**config.mk**
```make
export PLATFORM = sky130hd
export DESIGN_NAME = idex_operand_stage_flat
export DESIGN_NICKNAME = d
export VERILOG_FILES = /design/src/rtl/mips_pkg.sv /design/src/rtl/idex_operand_stage_if.sv /design/src/rtl/fwd_mux.sv /design/src/rtl/idex_operand_stage.sv /design/src/flat_wrapper.sv
export SDC_FILE = /design/constraint.sdc
export NUM_CORES = 1
export LEC_CHECK = 0
export BUFFER_PORTS_ARGS = -buffer_cell sky130_fd_sc_hd__buf_2
export CAP_MARGIN = 20
export CORE_MARGIN = 2
export CORE_UTILIZATION = 34
export DETAILED_ROUTE_END_ITERATION = 8
export GPL_ROUTABILITY_DRIVEN = 0
export GPL_TIMING_DRIVEN = 0
export RECOVER_POWER = 25
export SYNTH_ARGS = -nofsm -noshare
export SYNTH_HDL_FRONTEND = slang
export SYNTH_SLANG_ARGS = --single-unit
```
**constraint.sdc**
```tcl
create_clock -name clk -period 5.5 [get_ports clk]
set_input_delay 0.275 -clock clk [delete_from_list [all_inputs] [get_ports clk]]
set_output_delay 0.275 -clock clk [all_outputs]
set_load 0.02 [all_outputs]
```
**src/rtl/mips_pkg.sv**
```systemverilog
// Shared constants for the forwarding pipeline: forward-select codes,
// the hard-wired zero register and the default control-bundle width.
package mips_pkg;
  localparam int CTRL_W = 8;
  localparam logic [1:0] FWD_REG = 2'b00;
  localparam logic [1:0] FWD_MEM = 2'b10;
  localparam logic [1:0] FWD_WB = 2'b01;
  localparam logic [4:0] REG_ZERO = 5'd0;
endpackage

```
**src/rtl/idex_operand_stage_if.sv**
```systemverilog
// ID/EX boundary bus: decoded ID fields and stage write-back buses in,
// registered EX fields, forwarded operands and hazard status out.
interface idex_operand_stage_if #(
  parameter int DATA_W = 32,
  parameter int ADDR_W = 5,
  parameter int CTRL_W = 8
);
  logic              id_valid;
  logic [ADDR_W-1:0] id_rs;
  logic [ADDR_W-1:0] id_rt;
  logic              id_uses_rt;
  logic [ADDR_W-1:0] id_rd;
  logic [DATA_W-1:0] id_rdata1;
  logic [DATA_W-1:0] id_rdata2;
  logic [DATA_W-1:0] id_imm;
  logic [CTRL_W-1:0] id_ctrl;
  logic              id_mem_read;
  logic              id_reg_write;
  logic              flush;
  logic              mem_reg_write;
  logic [ADDR_W-1:0] mem_waddr;
  logic [DATA_W-1:0] mem_result;
  logic              wb_reg_write;
  logic [ADDR_W-1:0] wb_waddr;
  logic [DATA_W-1:0] wb_result;
  logic              stall_id;
  logic              ex_valid;
  logic              ex_mem_read;
  logic              ex_reg_write;
  logic [ADDR_W-1:0] ex_waddr;
  logic [CTRL_W-1:0] ex_ctrl;
  logic [DATA_W-1:0] ex_imm;
  logic [DATA_W-1:0] ex_opa;
  logic [DATA_W-1:0] ex_opb;
  logic [1:0]        fwd_a;
  logic [1:0]        fwd_b;
  logic [15:0]       stall_count;

  modport master (
    output id_valid, id_rs, id_rt, id_uses_rt, id_rd, id_rdata1, id_rdata2,
           id_imm, id_ctrl, id_mem_read, id_reg_write, flush,
           mem_reg_write, mem_waddr, mem_result, wb_reg_write, wb_waddr, wb_result,
    input  stall_id, ex_valid, ex_mem_read, ex_reg_write, ex_waddr, ex_ctrl,
           ex_imm, ex_opa, ex_opb, fwd_a, fwd_b, stall_count
  );

  modport slave (
    input  id_valid, id_rs, id_rt, id_uses_rt, id_rd, id_rdata1, id_rdata2,
           id_imm, id_ctrl, id_mem_read, id_reg_write, flush,
           mem_reg_write, mem_waddr, mem_result, wb_reg_write, wb_waddr, wb_result,
    output stall_id, ex_valid, ex_mem_read, ex_reg_write, ex_waddr, ex_ctrl,
           ex_imm, ex_opa, ex_opb, fwd_a, fwd_b, stall_count
  );
endinterface

```
**src/rtl/fwd_mux.sv**
```systemverilog
// Per-operand forwarding select: EX/MEM result beats MEM/WB result beats the
// latched register data; register 0 never takes a forwarded value.
module fwd_mux
  import mips_pkg::*;
#(
  parameter int DATA_W = 32,
  parameter int ADDR_W = 5
) (
  input  logic [ADDR_W-1:0] addr,
  input  logic [DATA_W-1:0] reg_data,
  input  logic              mem_reg_write,
  input  logic [ADDR_W-1:0] mem_waddr,
  input  logic [DATA_W-1:0] mem_result,
  input  logic              wb_reg_write,
  input  logic [ADDR_W-1:0] wb_waddr,
  input  logic [DATA_W-1:0] wb_result,
  output logic [DATA_W-1:0] operand,
  output logic [1:0]        sel
);

  // Priority forward select for one operand
  always_comb begin
    operand = reg_data;
    sel     = FWD_REG;
    if (mem_reg_write && (mem_waddr != ADDR_W'(REG_ZERO)) && (mem_waddr == addr)) begin
      operand = mem_result;
      sel     = FWD_MEM;
    end else if (wb_reg_write && (wb_waddr != ADDR_W'(REG_ZERO)) && (wb_waddr == addr)) begin
      operand = wb_result;
      sel     = FWD_WB;
    end else begin
      operand = reg_data;
      sel     = FWD_REG;
    end
  end

endmodule

```
**src/rtl/idex_operand_stage.sv**
```systemverilog
// ID/EX operand stage: pipeline register with capture-time WB bypass,
// load-use stall detection, stall counter and 0-cycle EX forwarding.
module idex_operand_stage #(
  parameter int DATA_W = 32,
  parameter int ADDR_W = 5,
  parameter int CTRL_W = mips_pkg::CTRL_W
) (
  input logic                clk,
  input logic                nrst,
  idex_operand_stage_if.slave bus
);
  import mips_pkg::*;

  logic              ex_valid_r, ex_mem_read_r, ex_reg_write_r;
  logic [ADDR_W-1:0] ex_waddr_r, ex_rs_r, ex_rt_r;
  logic [CTRL_W-1:0] ex_ctrl_r;
  logic [DATA_W-1:0] ex_imm_r, rs_data_r, rt_data_r;
  logic [15:0]       stall_count_r;
  logic              load_use_s;
  logic [DATA_W-1:0] rs_cap_s, rt_cap_s;

  // Load-use hazard against the load currently in EX
  always_comb begin
    load_use_s = 1'b0;
    if (bus.id_valid && ex_valid_r && ex_mem_read_r && (ex_waddr_r != ADDR_W'(REG_ZERO))) begin
      load_use_s = (ex_waddr_r == bus.id_rs) || (bus.id_uses_rt && (ex_waddr_r == bus.id_rt));
    end else begin
      load_use_s = 1'b0;
    end
  end

  // Capture data: r0 forced to zero, same-cycle WB write overrides the stale regfile read
  always_comb begin
    rs_cap_s = bus.id_rdata1;
    rt_cap_s = bus.id_rdata2;
    if (bus.id_rs == ADDR_W'(REG_ZERO)) begin
      rs_cap_s = '0;
    end else if (bus.wb_reg_write && (bus.wb_waddr != ADDR_W'(REG_ZERO)) && (bus.wb_waddr == bus.id_rs)) begin
      rs_cap_s = bus.wb_result;
    end else begin
      rs_cap_s = bus.id_rdata1;
    end
    if (bus.id_rt == ADDR_W'(REG_ZERO)) begin
      rt_cap_s = '0;
    end else if (bus.wb_reg_write && (bus.wb_waddr != ADDR_W'(REG_ZERO)) && (bus.wb_waddr == bus.id_rt)) begin
      rt_cap_s = bus.wb_result;
    end else begin
      rt_cap_s = bus.id_rdata2;
    end
  end

  // ID/EX register: reset, then flush/stall bubble, else capture
  always_ff @(posedge clk) begin
    if (!nrst) begin
      ex_valid_r     <= 1'b0;
      ex_mem_read_r  <= 1'b0;
      ex_reg_write_r <= 1'b0;
      ex_waddr_r     <= '0;
      ex_rs_r        <= '0;
      ex_rt_r        <= '0;
      ex_ctrl_r      <= '0;
      ex_imm_r       <= '0;
      rs_data_r      <= '0;
      rt_data_r      <= '0;
    end else if (bus.flush || load_use_s) begin
      ex_valid_r     <= 1'b0;
      ex_mem_read_r  <= 1'b0;
      ex_reg_write_r <= 1'b0;
      ex_ctrl_r      <= '0;
    end else begin
      ex_valid_r     <= bus.id_valid;
      ex_mem_read_r  <= bus.id_mem_read;
      ex_reg_write_r <= bus.id_reg_write;
      ex_waddr_r     <= bus.id_rd;
      ex_rs_r        <= bus.id_rs;
      ex_rt_r        <= bus.id_rt;
      ex_ctrl_r      <= bus.id_ctrl;
      ex_imm_r       <= bus.id_imm;
      rs_data_r      <= rs_cap_s;
      rt_data_r      <= rt_cap_s;
    end
  end

  // Saturating count of stall cycles that were not overridden by a flush
  always_ff @(posedge clk) begin
    if (!nrst) begin
      stall_count_r <= 16'd0;
    end else if (load_use_s && !bus.flush && (stall_count_r != 16'hFFFF)) begin
      stall_count_r <= stall_count_r + 16'd1;
    end else begin
      stall_count_r <= stall_count_r;
    end
  end

  fwd_mux #(.DATA_W(DATA_W), .ADDR_W(ADDR_W)) u_fwd_a (
    .addr(ex_rs_r), .reg_data(rs_data_r),
    .mem_reg_write(bus.mem_reg_write), .mem_waddr(bus.mem_waddr), .mem_result(bus.mem_result),
    .wb_reg_write(bus.wb_reg_write), .wb_waddr(bus.wb_waddr), .wb_result(bus.wb_result),
    .operand(bus.ex_opa), .sel(bus.fwd_a)
  );

  fwd_mux #(.DATA_W(DATA_W), .ADDR_W(ADDR_W)) u_fwd_b (
    .addr(ex_rt_r), .reg_data(rt_data_r),
    .mem_reg_write(bus.mem_reg_write), .mem_waddr(bus.mem_waddr), .mem_result(bus.mem_result),
    .wb_reg_write(bus.wb_reg_write), .wb_waddr(bus.wb_waddr), .wb_result(bus.wb_result),
    .operand(bus.ex_opb), .sel(bus.fwd_b)
  );

  assign bus.stall_id     = load_use_s;
  assign bus.ex_valid     = ex_valid_r;
  assign bus.ex_mem_read  = ex_mem_read_r;
  assign bus.ex_reg_write = ex_reg_write_r;
  assign bus.ex_waddr     = ex_waddr_r;
  assign bus.ex_ctrl      = ex_ctrl_r;
  assign bus.ex_imm       = ex_imm_r;
  assign bus.stall_count  = stall_count_r;

endmodule

```
**src/flat_wrapper.sv**
```systemverilog
// flat-port wrapper written by rule: the top's interface ports become plain ports
module idex_operand_stage_flat import mips_pkg::*;
#(
  parameter int DATA_W = 32,
  parameter int ADDR_W = 5,
  parameter int CTRL_W = mips_pkg::CTRL_W
)
  (clk, nrst, bus_id_valid, bus_id_rs, bus_id_rt, bus_id_uses_rt, bus_id_rd, bus_id_rdata1, bus_id_rdata2, bus_id_imm, bus_id_ctrl, bus_id_mem_read, bus_id_reg_write, bus_flush, bus_mem_reg_write, bus_mem_waddr, bus_mem_result, bus_wb_reg_write, bus_wb_waddr, bus_wb_result, bus_stall_id, bus_ex_valid, bus_ex_mem_read, bus_ex_reg_write, bus_ex_waddr, bus_ex_ctrl, bus_ex_imm, bus_ex_opa, bus_ex_opb, bus_fwd_a, bus_fwd_b, bus_stall_count);
  idex_operand_stage_if #(.DATA_W(DATA_W), .ADDR_W(ADDR_W), .CTRL_W(CTRL_W)) bus_i ();
  input logic clk;
  input logic nrst;
  input wire logic [$bits(bus_i.id_valid)-1:0] bus_id_valid;
  input wire logic [$bits(bus_i.id_rs)-1:0] bus_id_rs;
  input wire logic [$bits(bus_i.id_rt)-1:0] bus_id_rt;
  input wire logic [$bits(bus_i.id_uses_rt)-1:0] bus_id_uses_rt;
  input wire logic [$bits(bus_i.id_rd)-1:0] bus_id_rd;
  input wire logic [$bits(bus_i.id_rdata1)-1:0] bus_id_rdata1;
  input wire logic [$bits(bus_i.id_rdata2)-1:0] bus_id_rdata2;
  input wire logic [$bits(bus_i.id_imm)-1:0] bus_id_imm;
  input wire logic [$bits(bus_i.id_ctrl)-1:0] bus_id_ctrl;
  input wire logic [$bits(bus_i.id_mem_read)-1:0] bus_id_mem_read;
  input wire logic [$bits(bus_i.id_reg_write)-1:0] bus_id_reg_write;
  input wire logic [$bits(bus_i.flush)-1:0] bus_flush;
  input wire logic [$bits(bus_i.mem_reg_write)-1:0] bus_mem_reg_write;
  input wire logic [$bits(bus_i.mem_waddr)-1:0] bus_mem_waddr;
  input wire logic [$bits(bus_i.mem_result)-1:0] bus_mem_result;
  input wire logic [$bits(bus_i.wb_reg_write)-1:0] bus_wb_reg_write;
  input wire logic [$bits(bus_i.wb_waddr)-1:0] bus_wb_waddr;
  input wire logic [$bits(bus_i.wb_result)-1:0] bus_wb_result;
  output wire logic [$bits(bus_i.stall_id)-1:0] bus_stall_id;
  output wire logic [$bits(bus_i.ex_valid)-1:0] bus_ex_valid;
  output wire logic [$bits(bus_i.ex_mem_read)-1:0] bus_ex_mem_read;
  output wire logic [$bits(bus_i.ex_reg_write)-1:0] bus_ex_reg_write;
  output wire logic [$bits(bus_i.ex_waddr)-1:0] bus_ex_waddr;
  output wire logic [$bits(bus_i.ex_ctrl)-1:0] bus_ex_ctrl;
  output wire logic [$bits(bus_i.ex_imm)-1:0] bus_ex_imm;
  output wire logic [$bits(bus_i.ex_opa)-1:0] bus_ex_opa;
  output wire logic [$bits(bus_i.ex_opb)-1:0] bus_ex_opb;
  output wire logic [$bits(bus_i.fwd_a)-1:0] bus_fwd_a;
  output wire logic [$bits(bus_i.fwd_b)-1:0] bus_fwd_b;
  output wire logic [$bits(bus_i.stall_count)-1:0] bus_stall_count;
  assign bus_i.id_valid = bus_id_valid;
  assign bus_i.id_rs = bus_id_rs;
  assign bus_i.id_rt = bus_id_rt;
  assign bus_i.id_uses_rt = bus_id_uses_rt;
  assign bus_i.id_rd = bus_id_rd;
  assign bus_i.id_rdata1 = bus_id_rdata1;
  assign bus_i.id_rdata2 = bus_id_rdata2;
  assign bus_i.id_imm = bus_id_imm;
  assign bus_i.id_ctrl = bus_id_ctrl;
  assign bus_i.id_mem_read = bus_id_mem_read;
  assign bus_i.id_reg_write = bus_id_reg_write;
  assign bus_i.flush = bus_flush;
  assign bus_i.mem_reg_write = bus_mem_reg_write;
  assign bus_i.mem_waddr = bus_mem_waddr;
  assign bus_i.mem_result = bus_mem_result;
  assign bus_i.wb_reg_write = bus_wb_reg_write;
  assign bus_i.wb_waddr = bus_wb_waddr;
  assign bus_i.wb_result = bus_wb_result;
  assign bus_stall_id = bus_i.stall_id;
  assign bus_ex_valid = bus_i.ex_valid;
  assign bus_ex_mem_read = bus_i.ex_mem_read;
  assign bus_ex_reg_write = bus_i.ex_reg_write;
  assign bus_ex_waddr = bus_i.ex_waddr;
  assign bus_ex_ctrl = bus_i.ex_ctrl;
  assign bus_ex_imm = bus_i.ex_imm;
  assign bus_ex_opa = bus_i.ex_opa;
  assign bus_ex_opb = bus_i.ex_opb;
  assign bus_fwd_a = bus_i.fwd_a;
  assign bus_fwd_b = bus_i.fwd_b;
  assign bus_stall_count = bus_i.stall_count;
  idex_operand_stage #(.DATA_W(DATA_W), .ADDR_W(ADDR_W), .CTRL_W(CTRL_W)) u_core (.clk(clk), .nrst(nrst), .bus(bus_i));
endmodule
```
# Word-level counts from Yosys, hierarchy flattened
# Cells that the tools add are included.
[classes]
mux = 13
bitwise = 1
reduce_logical = 23
eq_ne = 9
n_addsub = 1
[ops]
columns = ["cell", "count"]
rows = [
  ["$mux W32", 8],
  ["$eq A5 B5 Y1", 8],
  ["$add A16 B1 Y16 const B", 1],
  ["$ne A16 B16 Y1 const B", 1],
  ["$reduce_bool A5 Y1", 3],
  ["$logic_and A1 B1 Y1", 14],
  ["$logic_not A5 Y1", 2],
  ["$mux W2", 2],
  ["$mux W1", 3],
  ["$logic_or A1 B1 Y1", 2],
  ["$reduce_or A2 Y1", 1],
  ["$logic_not A1 Y1", 1],
  ["$not A1 Y1", 1],
]
[word_totals]
ff_bits = 138
out_inout_bits = 133

# Depth between registers and ports, before layout
# Gate-level depths: netlist (run 1).
[logic_depth]
depth_word = 6
mapped_depth = 8
ltp_nobuf = 7

# Modules after synthesis
# Synthesis (run 1) repeated with hierarchy kept, for this count alone.
[unflattened]
cells_unflattened = 1026
hier_area_um2 = 9362.7
[modules_own_cells]
columns = ["mod", "instances", "cells_per_inst", "area_each_um2"]
rows = [
  ["idex_operand_stage", 1, 656, 6382.4],
  ["fwd_mux", 2, 185, 1490.2],
]

# Least setup slack after synthesis (run 1)
# No wires, ideal clock.
[synth_path]
path_type = "input-to-output"
from = "in bus_wb_waddr[0]"
to = "out bus_ex_opa[10]"
t_arrival_ns = 2.130
path_slack_ns = 3.095
t_required_ns = 5.225
stages = 7
cell_sequence = "buf_2 or4_4 o21ai_4 nor4_4 buf_6 mux2i_1 o21ai_0"
[synth_between]
elab_chain_cells = 5
[synth_rtl]
columns = ["item", "line_no", "text"]
rows = [
  ["start: declaration", "flat_wrapper.sv:28", "input wire logic [$bits(bus_i.wb_waddr)-1:0] bus_wb_waddr;"],
  ["$reduce_bool A5 Y1", "fwd_mux.sv:28", "end else if (wb_reg_write && (wb_waddr != ADDR_W'(REG_ZERO)) && (wb_waddr == addr)) begin"],
  ["$logic_and A1 B1 Y1", "fwd_mux.sv:28", ""],
  ["$logic_and A1 B1 Y1 *", "fwd_mux.sv:28", ""],
  ["$mux W32 *", "fwd_mux.sv:28", ""],
  ["$mux W32 *", "fwd_mux.sv:25", "if (mem_reg_write && (mem_waddr != ADDR_W'(REG_ZERO)) && (mem_waddr == addr)) begin"],
  ["end: declaration", "flat_wrapper.sv:37", "output wire logic [$bits(bus_i.ex_opa)-1:0] bus_ex_opa;"],
]
# Every way passes the cells marked *; elsewhere a longest branch is shown, timed or not.

# Final worst setup path (run 1)
[layout_path]
from = "reg u_core.ex_rt_r[4]"
to = "out bus_ex_opb[1]"
[layout_between]
elab_chain_cells = 4
[layout_rtl]
columns = ["item", "line_no", "text"]
rows = [
  ["start: declaration", "idex_operand_stage.sv:15", "logic [ADDR_W-1:0] ex_waddr_r, ex_rs_r, ex_rt_r;"],
  ["start signal: assignment", "idex_operand_stage.sv:76", "ex_rt_r <= bus.id_rt;"],
  ["$eq A5 B5 Y1", "fwd_mux.sv:28", ""],
  ["$logic_and A1 B1 Y1", "fwd_mux.sv:28", ""],
  ["$mux W32", "fwd_mux.sv:28", ""],
  ["$mux W32 *", "fwd_mux.sv:25", ""],
  ["end: declaration", "flat_wrapper.sv:38", "output wire logic [$bits(bus_i.ex_opb)-1:0] bus_ex_opb;"],
]
# Marked as above.

==> impl_metrics.prom, run 1 <==
# TYPE chip_impl_metric gauge
chip_impl_info{name="status",value="complete, no violations"} 1
chip_impl_metric{name="synth.ff_latch_count",unit=""} 138
chip_impl_metric{name="post_route_skew",unit="ns"} 0.006966
chip_impl_metric{name="timing.critical_path.fanout_max",unit=""} 10
chip_impl_metric{name="timing.reg2reg.setup_slack",unit="ns"} 3.13
chip_impl_metric{name="fin_nets",unit=""} 1456
chip_impl_metric{name="max-clock-path-buffers",unit=""} 2
chip_impl_metric{name="std_cell_rows",unit=""} 54
chip_impl_info{name="yosysMostFrequentCell",value="dfxtp_1"} 1
chip_impl_info{name="tritoncts",value="built"} 1
chip_impl_metric{name="instances_no_fill",unit=""} 1547
chip_impl_metric{name="cts.sinks",unit=""} 138
chip_impl_metric{name="globalRouteOverflowTotal",unit=""} 0
chip_impl_info{name="post_synth_main_area_contributors",value="dfxtp_1 36%, mux2i_1 17%, nand3_1 8.0%"} 1
chip_impl_metric{name="dp.cells",unit=""} 1514
chip_impl_metric{name="power.leakage",unit="nW"} 3.911
chip_impl_metric{name="total_power",unit="mW"} 2.708
chip_impl_metric{name="post-dp-hpwl",unit="um"} 21790
chip_impl_metric{name="1st_iter_drt_viols",unit=""} 436
chip_impl_metric{name="synth.avg_cell_area",unit="um2"} 8.461
chip_impl_metric{name="syn2layout_area_growth",unit="%"} 32.33
chip_impl_metric{name="first_pass_grt_wire_length",unit="um"} 43070
chip_impl_metric{name="post_synth_inst_count",unit=""} 906
chip_impl_metric{name="power_density",unit="mW/mm2"} 267.0
chip_impl_metric{name="post_cts_resize_count",unit=""} 0
chip_impl_metric{name="core_area",unit="mm2"} 0.02196
chip_impl_metric{name="edff_count_synth",unit=""} 0
chip_impl_metric{name="clock.fmax",unit="GHz"} 0.2655
chip_impl_metric{name="tritoncts_buffers",unit=""} 17
chip_impl_info{name="holdCritPathClass",value="in2reg"} 1
chip_impl_metric{name="grt_usage",unit="%"} 23.08
chip_impl_metric{name="post-route-period-util",unit="%"} 68.48
chip_impl_metric{name="crit_arrival",unit="ns"} 3.49
chip_impl_info{name="reg2reg_from",value="u_core.bus.ex_waddr[1]"} 1
chip_impl_info{name="critPathKind",value="reg2out"} 1
chip_impl_metric{name="timing.hold.worst_path_depth",unit=""} 2
chip_impl_metric{name="share_of_the_yosys_chip_area_belonging_to_registers",unit="%"} 36.04
chip_impl_metric{name="vertical_die_dimension",unit="um"} 154.2
chip_impl_info{name="yosys.area.top_type",value="dfxtp_1"} 1
chip_impl_metric{name="ir_worst_vdd",unit="mV"} 0.2094
chip_impl_metric{name="synth_async_sr_flop_share",unit="%"} 0
chip_impl_metric{name="post_synthesis_instance_area",unit="mm2"} 0.007666
chip_impl_metric{name="cts_max_level",unit=""} 4
chip_impl_metric{name="vias_in_the_first_global_route",unit=""} 7949
chip_impl_metric{name="initial_utilization",unit="%"} 34.91
chip_impl_metric{name="final_period_minus_worst_setup_slack",unit="ns"} 3.766
chip_impl_metric{name="finalSetupViolations",unit=""} 0
chip_impl_metric{name="finalCoreUtilization",unit="%"} 46.20
chip_impl_metric{name="post_cts.repair.setup_buffers",unit=""} 0
chip_impl_metric{name="buffer_ports.inserted",unit=""} 328
chip_impl_metric{name="drt.antenna.violating_nets",unit=""} 0
chip_impl_info{name="endpoint_of_the_lowest_slack_register_to_register_path",value="u_core.rs_data_r[0]"} 1
chip_impl_metric{name="grt_start_max_net_pins",unit=""} 17
chip_impl_metric{name="full_die_area",unit="mm2"} 0.02376
chip_impl_metric{name="final-max-slew-violation-count",unit=""} 0
chip_impl_metric{name="routed_wl",unit="um"} 28270
chip_impl_metric{name="max_cap_viol_count",unit=""} 0
chip_impl_info{name="grt_setup_unrepaired",value="false"} 1
chip_impl_metric{name="post_drt_wl_per_cell",unit="um"} 18.27
chip_impl_metric{name="synth.net_count",unit=""} 1109
chip_impl_metric{name="netlist.area_leader.share",unit="%"} 36.04
chip_impl_metric{name="r2r_cells",unit=""} 8
chip_impl_metric{name="clkLatencyLatePin",unit="ns"} 0.42
chip_impl_info{name="critical_path.startpoint_type",value="register"} 1
chip_impl_info{name="hold_path.startpoint",value="bus_id_reg_write"} 1
chip_impl_metric{name="filler_cell_count",unit=""} 2266
chip_impl_metric{name="worst-slew-pin-transition",unit="ns"} 1.099
chip_impl_metric{name="timing_hold_violations_final",unit=""} 0
chip_impl_info{name="cts_root_buffer",value="clkbuf_16"} 1
chip_impl_metric{name="totalNegativeSetupSlack",unit="ns"} 0
chip_impl_metric{name="synth_cell_types",unit=""} 39
chip_impl_metric{name="cts_hold_buffers",unit=""} 0
chip_impl_info{name="ys.flop_type",value="dfxtp_1"} 1
chip_impl_info{name="synthTopCellsByCount",value="138 x dfxtp_1, 129 x mux2i_1, 123 x nand2_1"} 1
chip_impl_metric{name="timing.max_slew.rel_slack",unit="%"} 26.06
chip_impl_metric{name="critPathRequiredTime",unit="ns"} 5.22
chip_impl_metric{name="clkTransAtPathRegs",unit="ns"} 0.06
chip_impl_metric{name="die-width",unit="um"} 154.2
chip_impl_metric{name="detailroute.via_count",unit=""} 8079
chip_impl_metric{name="post_drt_via_cell_ratio",unit=""} 5.222
chip_impl_metric{name="pre_cts_setup_slack",unit="ns"} 2.282
chip_impl_metric{name="detail_route.first_pass.iterations",unit=""} 5
chip_impl_info{name="hold-path-endpoint",value="u_core.bus.ex_reg_write"} 1
chip_impl_metric{name="post-route-worst-setup-slack",unit="ns"} 1.734
chip_impl_metric{name="antenna_found_initial",unit=""} 4
chip_impl_metric{name="design.portCount",unit=""} 335
chip_impl_metric{name="drc_errors",unit=""} 0
chip_impl_info{name="endpoint_kind",value="primary output"} 1
chip_impl_metric{name="layout-drive-gt1-share",unit="%"} 26.90
chip_impl_metric{name="number_of_warning_messages_in_the_yosys_log",unit=""} 0
==> power breakdown <==
part	internal [mW]	switching, mW
logic	0.179	0.297
registers	1.05	0.0319
clock network	0.709	0.437
total	1.94	0.766
==> state kept, by name, summed over array words and instances (netlist names) <==
register and flops:
u_core.bus.ex_ctrl 8, u_core.bus.ex_imm 32, u_core.bus.ex_mem_read 1, u_core.bus.ex_reg_write 1, u_core.bus.ex_valid 1, u_core.bus.ex_waddr 5
u_core.bus.stall_count 16, u_core.ex_rs_r 5, u_core.ex_rt_r 5, u_core.rs_data_r 32, u_core.rt_data_r 32
==> metrics by stage <==
stage	instance area, um2	hold slack (ns)
after floorplan	7666	0.4149
after global placement	9658	0.4500
after detailed placement	9658	0.4590
after CTS	10240	0.06921
after global routing	10140	0.08066
final	10140	0.08690
==> layout make-up <==
cell class              count  area, um2  area share, %
well taps                 280      350.3          3.453
flip-flops and latches    138       2763          27.23
inverters                   5      18.77         0.1850
clock inverters             7      91.34         0.9003
diodes                      3      7.507        0.07400
plain buffers              84      435.4          4.292
repair buffers            328       1562          15.39
clock buffers              23      488.0          4.810
multi-input cells         679       4429          43.66
==> kinds of logic (layout without fill, tap and decap cells) <==
logic type / Yosys count / after routing / synth area share [%]
compound gates: 199 / 199 / 16.16
xor+xnor: 46 / 46 / 5.255
fa+ha+maj: 1 / 1 / 0.1632
buf+inv: 89 / 447 / 5.925
flops: 138 / 138 / 36.04
mux: 129 / 129 / 16.84
other cells: 0 / 3 / 0
simple gates: 304 / 304 / 19.62
==> per-layer routing <==
layer | part of all wire (%) | vias up | GRT usage, %
li1 | - | 3965 | -
met1 | 43 | 3785 | 28.17
met2 | 48 | 295 | 39.38
met3 | 6.6 | 32 | 6.229
met4 | 1.8 | 2 | 7.655
met5 | 0.032 | - | 0
==> worst max path at each step <==
stage / start / end / depth (start not counted) / slack [ns]
after floorplan: bus_wb_waddr[0] / bus_ex_opa[10] / 7 / 3.10
after global placement: bus_mem_waddr[4] / bus_ex_opb[10] / 9 / 2.19
after detailed placement: bus_mem_waddr[4] / bus_ex_opb[3] / 9 / 2.28
after CTS: u_core.ex_rs_r[4] / bus_ex_opa[0] / 8 / 1.83
after global routing: u_core.ex_rt_r[4] / bus_ex_opb[6] / 8 / 1.56
final: u_core.ex_rt_r[4] / bus_ex_opb[1] / 8 / 1.73
==> layout by cell type, fill, tap and decap left out, types with 5 or more instances in the layout <==
cell type,count
nand3_1,122
and3_1,11
nor3_1,5
xnor2_1,24
nor2_1,13
o31ai_1,67
o21ai_0,87
or4_1,11
buf_6,10
inv_1,5
nand2_1,123
mux2i_1,129
buf_1,5
xor2_1,22
clkbuf_1,107
clkbuf_16,17
dfxtp_1,138
o21ai_1,30
a21oi_1,5
buf_2,288
==> worst max-delay path, cell delays in order, from the launching register on <==
cell and delay, ns:
dfxtp_1 0.40, xnor2_1 0.14, nand3_1 0.09, nor4_1 0.92
clkbuf_1 0.58, clkbuf_1 0.48, nand2_1 0.09, o21ai_0 0.13
buf_2 0.22
No activity file was read; power rests on OpenSTA's default activity.
==> run 2: changes to the inputs <==
Clock period 5.5 ns to 3.1 ns, I/O delays scaled along.
==> impl_metrics.prom, run 2 (same netlist as run 1, synthesis figures left out) <==
# TYPE chip_impl_metric gauge
chip_impl_info{name="status",value="complete, no violations"} 1
chip_impl_metric{name="post_cts.repair.setup_buffers",unit=""} 0
chip_impl_metric{name="globalRouteOverflowTotal",unit=""} 0
chip_impl_metric{name="drc_errors",unit=""} 0
chip_impl_metric{name="detail_route.first_pass.iterations",unit=""} 5
chip_impl_metric{name="pre_cts_setup_slack",unit="ns"} 0.02290
chip_impl_metric{name="core_area",unit="mm2"} 0.02196
chip_impl_metric{name="1st_iter_drt_viols",unit=""} 446
chip_impl_metric{name="power_density",unit="mW/mm2"} 456.7
chip_impl_metric{name="routed_wl",unit="um"} 28930
chip_impl_metric{name="post-route-period-util",unit="%"} 92.74
chip_impl_metric{name="dpl_cell_area",unit="mm2"} 0.009658
chip_impl_info{name="tritoncts",value="built"} 1
chip_impl_metric{name="timing_hold_violations_final",unit=""} 0
chip_impl_metric{name="initial_utilization",unit="%"} 34.91
chip_impl_info{name="critPathKind",value="reg2out"} 1
chip_impl_metric{name="std_cell_rows",unit=""} 54
chip_impl_info{name="critical_path.startpoint_type",value="register"} 1
chip_impl_metric{name="post-route-worst-setup-slack",unit="ns"} 0.2252
chip_impl_info{name="holdCritPathClass",value="in2reg"} 1
chip_impl_metric{name="crit_arrival",unit="ns"} 2.72
chip_impl_metric{name="full_die_area",unit="mm2"} 0.02376
chip_impl_metric{name="ir_worst_vdd",unit="mV"} 0.3714
chip_impl_metric{name="timing.max_slew.rel_slack",unit="%"} 48.53
chip_impl_metric{name="cts_max_level",unit=""} 4
chip_impl_metric{name="power.leakage",unit="nW"} 4.136
chip_impl_info{name="layout_commonest_cell",value="buf_2"} 1
chip_impl_metric{name="timing.critical_path.fanout_max",unit=""} 10
chip_impl_metric{name="final_period_minus_worst_setup_slack",unit="ns"} 2.875
chip_impl_metric{name="clkTransAtPathRegs",unit="ns"} 0.06
chip_impl_metric{name="vias_in_the_first_global_route",unit=""} 8239
chip_impl_metric{name="max-clock-path-buffers",unit=""} 2
chip_impl_metric{name="die-width",unit="um"} 154.2
chip_impl_metric{name="design.portCount",unit=""} 335
chip_impl_metric{name="drt.antenna.violating_nets",unit=""} 0
chip_impl_metric{name="post-dp-hpwl",unit="um"} 21790
chip_impl_metric{name="final-max-slew-violation-count",unit=""} 0
chip_impl_metric{name="antenna_found_initial",unit=""} 6
chip_impl_metric{name="max_cap_viol_count",unit=""} 0
chip_impl_metric{name="postLayoutCellArea",unit="mm2"} 0.01064
chip_impl_metric{name="post_route_skew",unit="ns"} 0.006207
chip_impl_metric{name="buffer_ports.inserted",unit=""} 328
chip_impl_metric{name="post_drt_wl_per_cell",unit="um"} 18.15
chip_impl_metric{name="critPathRequiredTime",unit="ns"} 2.94
chip_impl_metric{name="tritoncts_buffers",unit=""} 17
chip_impl_metric{name="clock.fmax",unit="GHz"} 0.3479
chip_impl_metric{name="finalCoreUtilization",unit="%"} 48.46
chip_impl_metric{name="clkLatencyLatePin",unit="ns"} 0.42
chip_impl_metric{name="worst-slew-pin-transition",unit="ns"} 0.7720
chip_impl_metric{name="grt_start_max_net_pins",unit=""} 17
chip_impl_metric{name="syn2layout_area_growth",unit="%"} 38.81
chip_impl_metric{name="totalNegativeSetupSlack",unit="ns"} 0
chip_impl_metric{name="finalSetupViolations",unit=""} 0
chip_impl_info{name="final_cell_mix",value="289 x buf_2, 138 x dfxtp_1, 129 x mux2i_1, 123 x nand2_1, 122 x nand3_1"} 1
chip_impl_metric{name="layout-drive-gt1-share",unit="%"} 26.81
chip_impl_metric{name="first_pass_grt_wire_length",unit="um"} 44370
chip_impl_metric{name="detailroute.via_count",unit=""} 8327
chip_impl_metric{name="fin_nets",unit=""} 1501
chip_impl_metric{name="post_drt_via_cell_ratio",unit=""} 5.224
chip_impl_metric{name="cts.sinks",unit=""} 138
chip_impl_info{name="cts_root_buffer",value="clkbuf_16"} 1
chip_impl_metric{name="vertical_die_dimension",unit="um"} 154.2
chip_impl_metric{name="grt_usage",unit="%"} 23.69
chip_impl_info{name="endpoint_kind",value="primary output"} 1
chip_impl_info{name="grt_setup_unrepaired",value="false"} 1
==> run 2: cell types whose count changed in the layout (fill, tap and decap cells not counted), moves of 2 or more <==
cell	previous run	this run
diode_2	3	5
clkbuf_2	0	8
nor4_4	4	6
dlygate4sd3_1	0	45
nor4_1	3	1
clkbuf_1	107	99
==> run 2: layer usage <==
metal / part of all wire, % / up-vias / wire length [um] / global-route usage (%)
li1: - / 4057 / - / -
met1: 43 / 3914 / 12320 / 28.45
met2: 48 / 309 / 13970 / 40.85
met3: 6.7 / 45 / 1930 / 6.229
met4: 2.4 / 2 / 694 / 8.411
met5: 0.031 / - / 9 / 0
==> run 2: layout make-up <==
cell class,count,area [um2]
diodes,5,12.51
plain buffers,84,446.7
clock buffers,23,488.0
clock inverters,7,91.34
fillers,2219,11320
inverters,5,18.77
multi-input cells,679,4459
flip-flops and latches,138,2763
well taps,280,350.3
repair buffers,373,2012
==> run 2: final timing paths <==
path	end	slack [ns]	depth (start not counted)	from
worst max-delay path	bus_ex_opa[27]	0.23	8	u_core.ex_rs_r[4]
worst min register to register	u_core.rt_data_r[1]	0.47	2	u_core.rt_data_r[1]
worst min-delay path	u_core.bus.ex_valid	0.02	2	bus_id_valid
worst max register to register	u_core.bus.stall_count[0]	0.73	7	u_core.bus.ex_waddr[1]
==> run 2: metrics by stage <==
step / std cells / hold slack, ns / power [mW]
4_1_cts: 1589 / 0.001585 / 4.897
3_3_place_gp: 1514 / 0.3861 / 2.815
3_5_place_dp: 1514 / 0.3936 / 2.824
2_1_floorplan: 906 / 0.2949 / 2.436
6_report: 1594 / 0.01629 / 4.860
5_1_grt: 1593 / 0.0007452 / 5.065
==> run 2: repair_timing <==
item,CTS,global route
hold buffers,45,0
endpoints found under the hold margin,45,0
gates cloned,0,0
pin swaps,0,0
setup endpoints to repair,66,44
gates resized for setup,7,10
==> run 2: worst max-delay path: stages, from the launching register on <==
cell and delay, ns:
dfxtp_1 0.40, xnor2_1 0.15, nand3_1 0.15, nor4_4 0.41, clkbuf_2 0.37, clkbuf_1 0.44
nand2_1 0.10, o21ai_1 0.09, buf_2 0.18
==> run 2: power by group <==
part	internal [mW]	total (mW)	leakage, nW	switching [mW]
clock network	1.26	2.03	0.285	0.776
logic	0.357	0.899	2.72	0.543
registers	1.87	1.93	1.13	0.0568
==> run 3: changes to the inputs <==
Settings changed: CORE_UTILIZATION 34 to 44, PLACE_DENSITY set to 0.78.
==> impl_metrics.prom, run 3 (same netlist as run 1, synthesis figures left out) <==
# TYPE chip_impl_metric gauge
chip_impl_info{name="holdCritPathClass",value="in2reg"} 1
chip_impl_metric{name="full_die_area",unit="mm2"} 0.01849
chip_impl_metric{name="1st_iter_drt_viols",unit=""} 542
chip_impl_metric{name="initial_utilization",unit="%"} 44.63
chip_impl_metric{name="instances_no_fill",unit=""} 1538
chip_impl_info{name="cts_root_buffer",value="clkbuf_16"} 1
chip_impl_metric{name="buffer_ports.inserted",unit=""} 328
chip_impl_metric{name="critPathRequiredTime",unit="ns"} 2.94
chip_impl_metric{name="tritoncts_buffers",unit=""} 17
chip_impl_metric{name="first_pass_grt_wire_length",unit="um"} 41090
chip_impl_metric{name="post-route-period-util",unit="%"} 94.48
chip_impl_info{name="endpoint_kind",value="primary output"} 1
chip_impl_info{name="hold_path.startpoint",value="bus_id_rs[2]"} 1
chip_impl_metric{name="drt.antenna.violating_nets",unit=""} 0
chip_impl_metric{name="die-width",unit="um"} 136.0
chip_impl_metric{name="max_cap_viol_count",unit=""} 0
chip_impl_metric{name="multiInputGateArea",unit="mm2"} 0.004459
chip_impl_metric{name="dpl_cell_area",unit="mm2"} 0.009589
chip_impl_metric{name="clock.fmax",unit="GHz"} 0.3414
chip_impl_info{name="layout_commonest_cell",value="buf_2"} 1
chip_impl_metric{name="detailroute.via_count",unit=""} 8410
chip_impl_metric{name="std_cell_rows",unit=""} 48
chip_impl_info{name="tritoncts",value="built"} 1
chip_impl_metric{name="totalNegativeSetupSlack",unit="ns"} 0
chip_impl_metric{name="ir_worst_vdd",unit="mV"} 0.3472
chip_impl_metric{name="timing.hold.worst_path_depth",unit=""} 3
chip_impl_metric{name="post_route_skew",unit="ns"} 0.007441
chip_impl_metric{name="drc_errors",unit=""} 0
chip_impl_metric{name="vertical_die_dimension",unit="um"} 136.0
chip_impl_metric{name="grt_start_max_net_pins",unit=""} 17
chip_impl_metric{name="path_buf_inv",unit=""} 3
chip_impl_metric{name="timing.max_slew.rel_slack",unit="%"} 43.07
chip_impl_metric{name="power.leakage",unit="nW"} 4.120
chip_impl_info{name="critical_path.startpoint_type",value="register"} 1
chip_impl_metric{name="post_cts.repair.setup_buffers",unit=""} 0
chip_impl_metric{name="finalSetupViolations",unit=""} 0
chip_impl_metric{name="max-clock-path-buffers",unit=""} 2
chip_impl_metric{name="post-dp-hpwl",unit="um"} 20460
chip_impl_metric{name="globalRouteOverflowTotal",unit=""} 0
chip_impl_metric{name="total_power",unit="mW"} 4.812
chip_impl_metric{name="power_density",unit="mW/mm2"} 455.5
chip_impl_info{name="crit_slowest_cell",value="nor4_4"} 1
chip_impl_metric{name="routed_wl",unit="um"} 27920
chip_impl_metric{name="dp.cells",unit=""} 1459
chip_impl_metric{name="detail_route.first_pass.iterations",unit=""} 5
chip_impl_metric{name="postLayoutCellArea",unit="mm2"} 0.01056
chip_impl_metric{name="r2r_cells",unit=""} 7
chip_impl_metric{name="cts_max_level",unit=""} 4
chip_impl_info{name="timing.critical_path.from",value="u_core.ex_rs_r[1]"} 1
chip_impl_metric{name="post-route-worst-setup-slack",unit="ns"} 0.1710
chip_impl_metric{name="filler_cell_count",unit=""} 1580
chip_impl_metric{name="timing_hold_violations_final",unit=""} 0
chip_impl_info{name="crit_family",value="buffers and inverters"} 1
chip_impl_metric{name="clkLatencyLatePin",unit="ns"} 0.42
chip_impl_metric{name="final-max-slew-violation-count",unit=""} 0
chip_impl_metric{name="register_area",unit="mm2"} 0.002763
chip_impl_metric{name="post_drt_wl_per_cell",unit="um"} 18.15
chip_impl_metric{name="critical_path.max_stage_delay",unit="ns"} 0.42
chip_impl_metric{name="layout-drive-gt1-share",unit="%"} 26.70
chip_impl_metric{name="core_area",unit="mm2"} 0.01718
chip_impl_metric{name="clkTransAtPathRegs",unit="ns"} 0.06
chip_impl_metric{name="fin_nets",unit=""} 1502
chip_impl_metric{name="pre_cts_setup_slack",unit="ns"} 0.03163
chip_impl_metric{name="cts.sinks",unit=""} 138
chip_impl_metric{name="crit_arrival",unit="ns"} 2.77
chip_impl_metric{name="worst-slew-pin-transition",unit="ns"} 0.8482
chip_impl_info{name="final_cell_mix",value="288 x buf_2, 138 x dfxtp_1, 129 x mux2i_1, 123 x nand2_1, 122 x nand3_1"} 1
chip_impl_info{name="critPathKind",value="reg2out"} 1
chip_impl_info{name="reg2reg_from",value="u_core.bus.ex_waddr[1]"} 1
chip_impl_info{name="grt_setup_unrepaired",value="false"} 1
chip_impl_metric{name="grt_usage",unit="%"} 28.64
chip_impl_metric{name="design.portCount",unit=""} 335
chip_impl_metric{name="syn2layout_area_growth",unit="%"} 37.80
chip_impl_info{name="status",value="complete, no violations"} 1
chip_impl_metric{name="post_drt_via_cell_ratio",unit=""} 5.468
chip_impl_info{name="timing.critical_path.cells",value="xnor2_1 > nand3_1 > nor4_4 > clkbuf_2 > clkbuf_1 > nand2_1 > o21ai_0 > buf_2"} 1
chip_impl_metric{name="worstSetupPathDepth",unit=""} 8
chip_impl_metric{name="timing.critical_path.fanout_max",unit=""} 10
chip_impl_metric{name="antenna_found_initial",unit=""} 1
chip_impl_metric{name="final_period_minus_worst_setup_slack",unit="ns"} 2.929
chip_impl_metric{name="vias_in_the_first_global_route",unit=""} 7882
## run 3: cell types whose count changed in the layout (fill, tap and decap cells not counted)
cell           before  now
clkbuf_8            4    1
clkbuf_2            8    7
buf_2             289  288
diode_2             5    2
dlygate4sd3_1      45   46
clkbuf_1           99  101
clkinvlp_4          1    3
clkinv_4            1    3
## run 3: cell type report
class | count | area share (%)
antenna | 2 | 0.04738
inverter | 5 | 0.1777
sequential | 138 | 26.15
clock buffer | 20 | 4.228
clock inverter | 11 | 1.173
tap | 225 | 2.665
buffer | 84 | 4.205
multi-input combinational | 679 | 42.21
timing repair buffer | 374 | 19.14
## run 3: worst reg2reg max path, delay by kind of cell, from the launching register on
family / cells / cell delay (ns)
DFF: 1 / 0.46
and+or+nand+nor: 3 / 0.48
AOI/OAI and AO/OA: 1 / 0.63
xor gates and xnor gates: 2 / 0.37
buffers and inverters: 1 / 0.29
## run 3: report_power, final
part / switching, mW / internal (mW) / total (mW)
Sequential: 0.0589 / 1.87 / 1.93
Clock: 0.784 / 1.20 / 1.98
Combinational: 0.544 / 0.358 / 0.902
Total: 1.39 / 3.43 / 4.81
## run 3: layer usage
metal	GRT usage, %	up-vias	routed length (um)
li1	-	4066	-
met1	34.24	3951	11320
met2	51.43	354	14110
met3	6.376	39	1984
met4	8.160	0	508
met5	0	-	0
## run 3: final timing paths
kind	end	slack [ns]
worst min-delay path	u_core.ex_rs_r[2]	0.02
worst max-delay path	bus_ex_opa[13]	0.17
worst min register to register	u_core.rs_data_r[14]	0.47
worst max register to register	u_core.bus.stall_count[0]	0.74
## run 3: timing repair
| action | in CTS | in global routing |
|---|---|---|
| gates cloned | 0 | 0 |
| gates resized for setup | 4 | 11 |
| hold endpoints to repair | 46 | 0 |
| endpoints found under the setup margin | 66 | 54 |
| hold buffers | 46 | 0 |
## run 3: stage by stage
step / hold WS [ns] / utilization, %
floorplan: 0.2949 / -
global placement: 0.3906 / 55.83
detailed placement: 0.3925 / 55.83
CTS: 0.009400 / 61.92
global route: 0.008329 / 61.49
finish: 0.02310 / 61.50
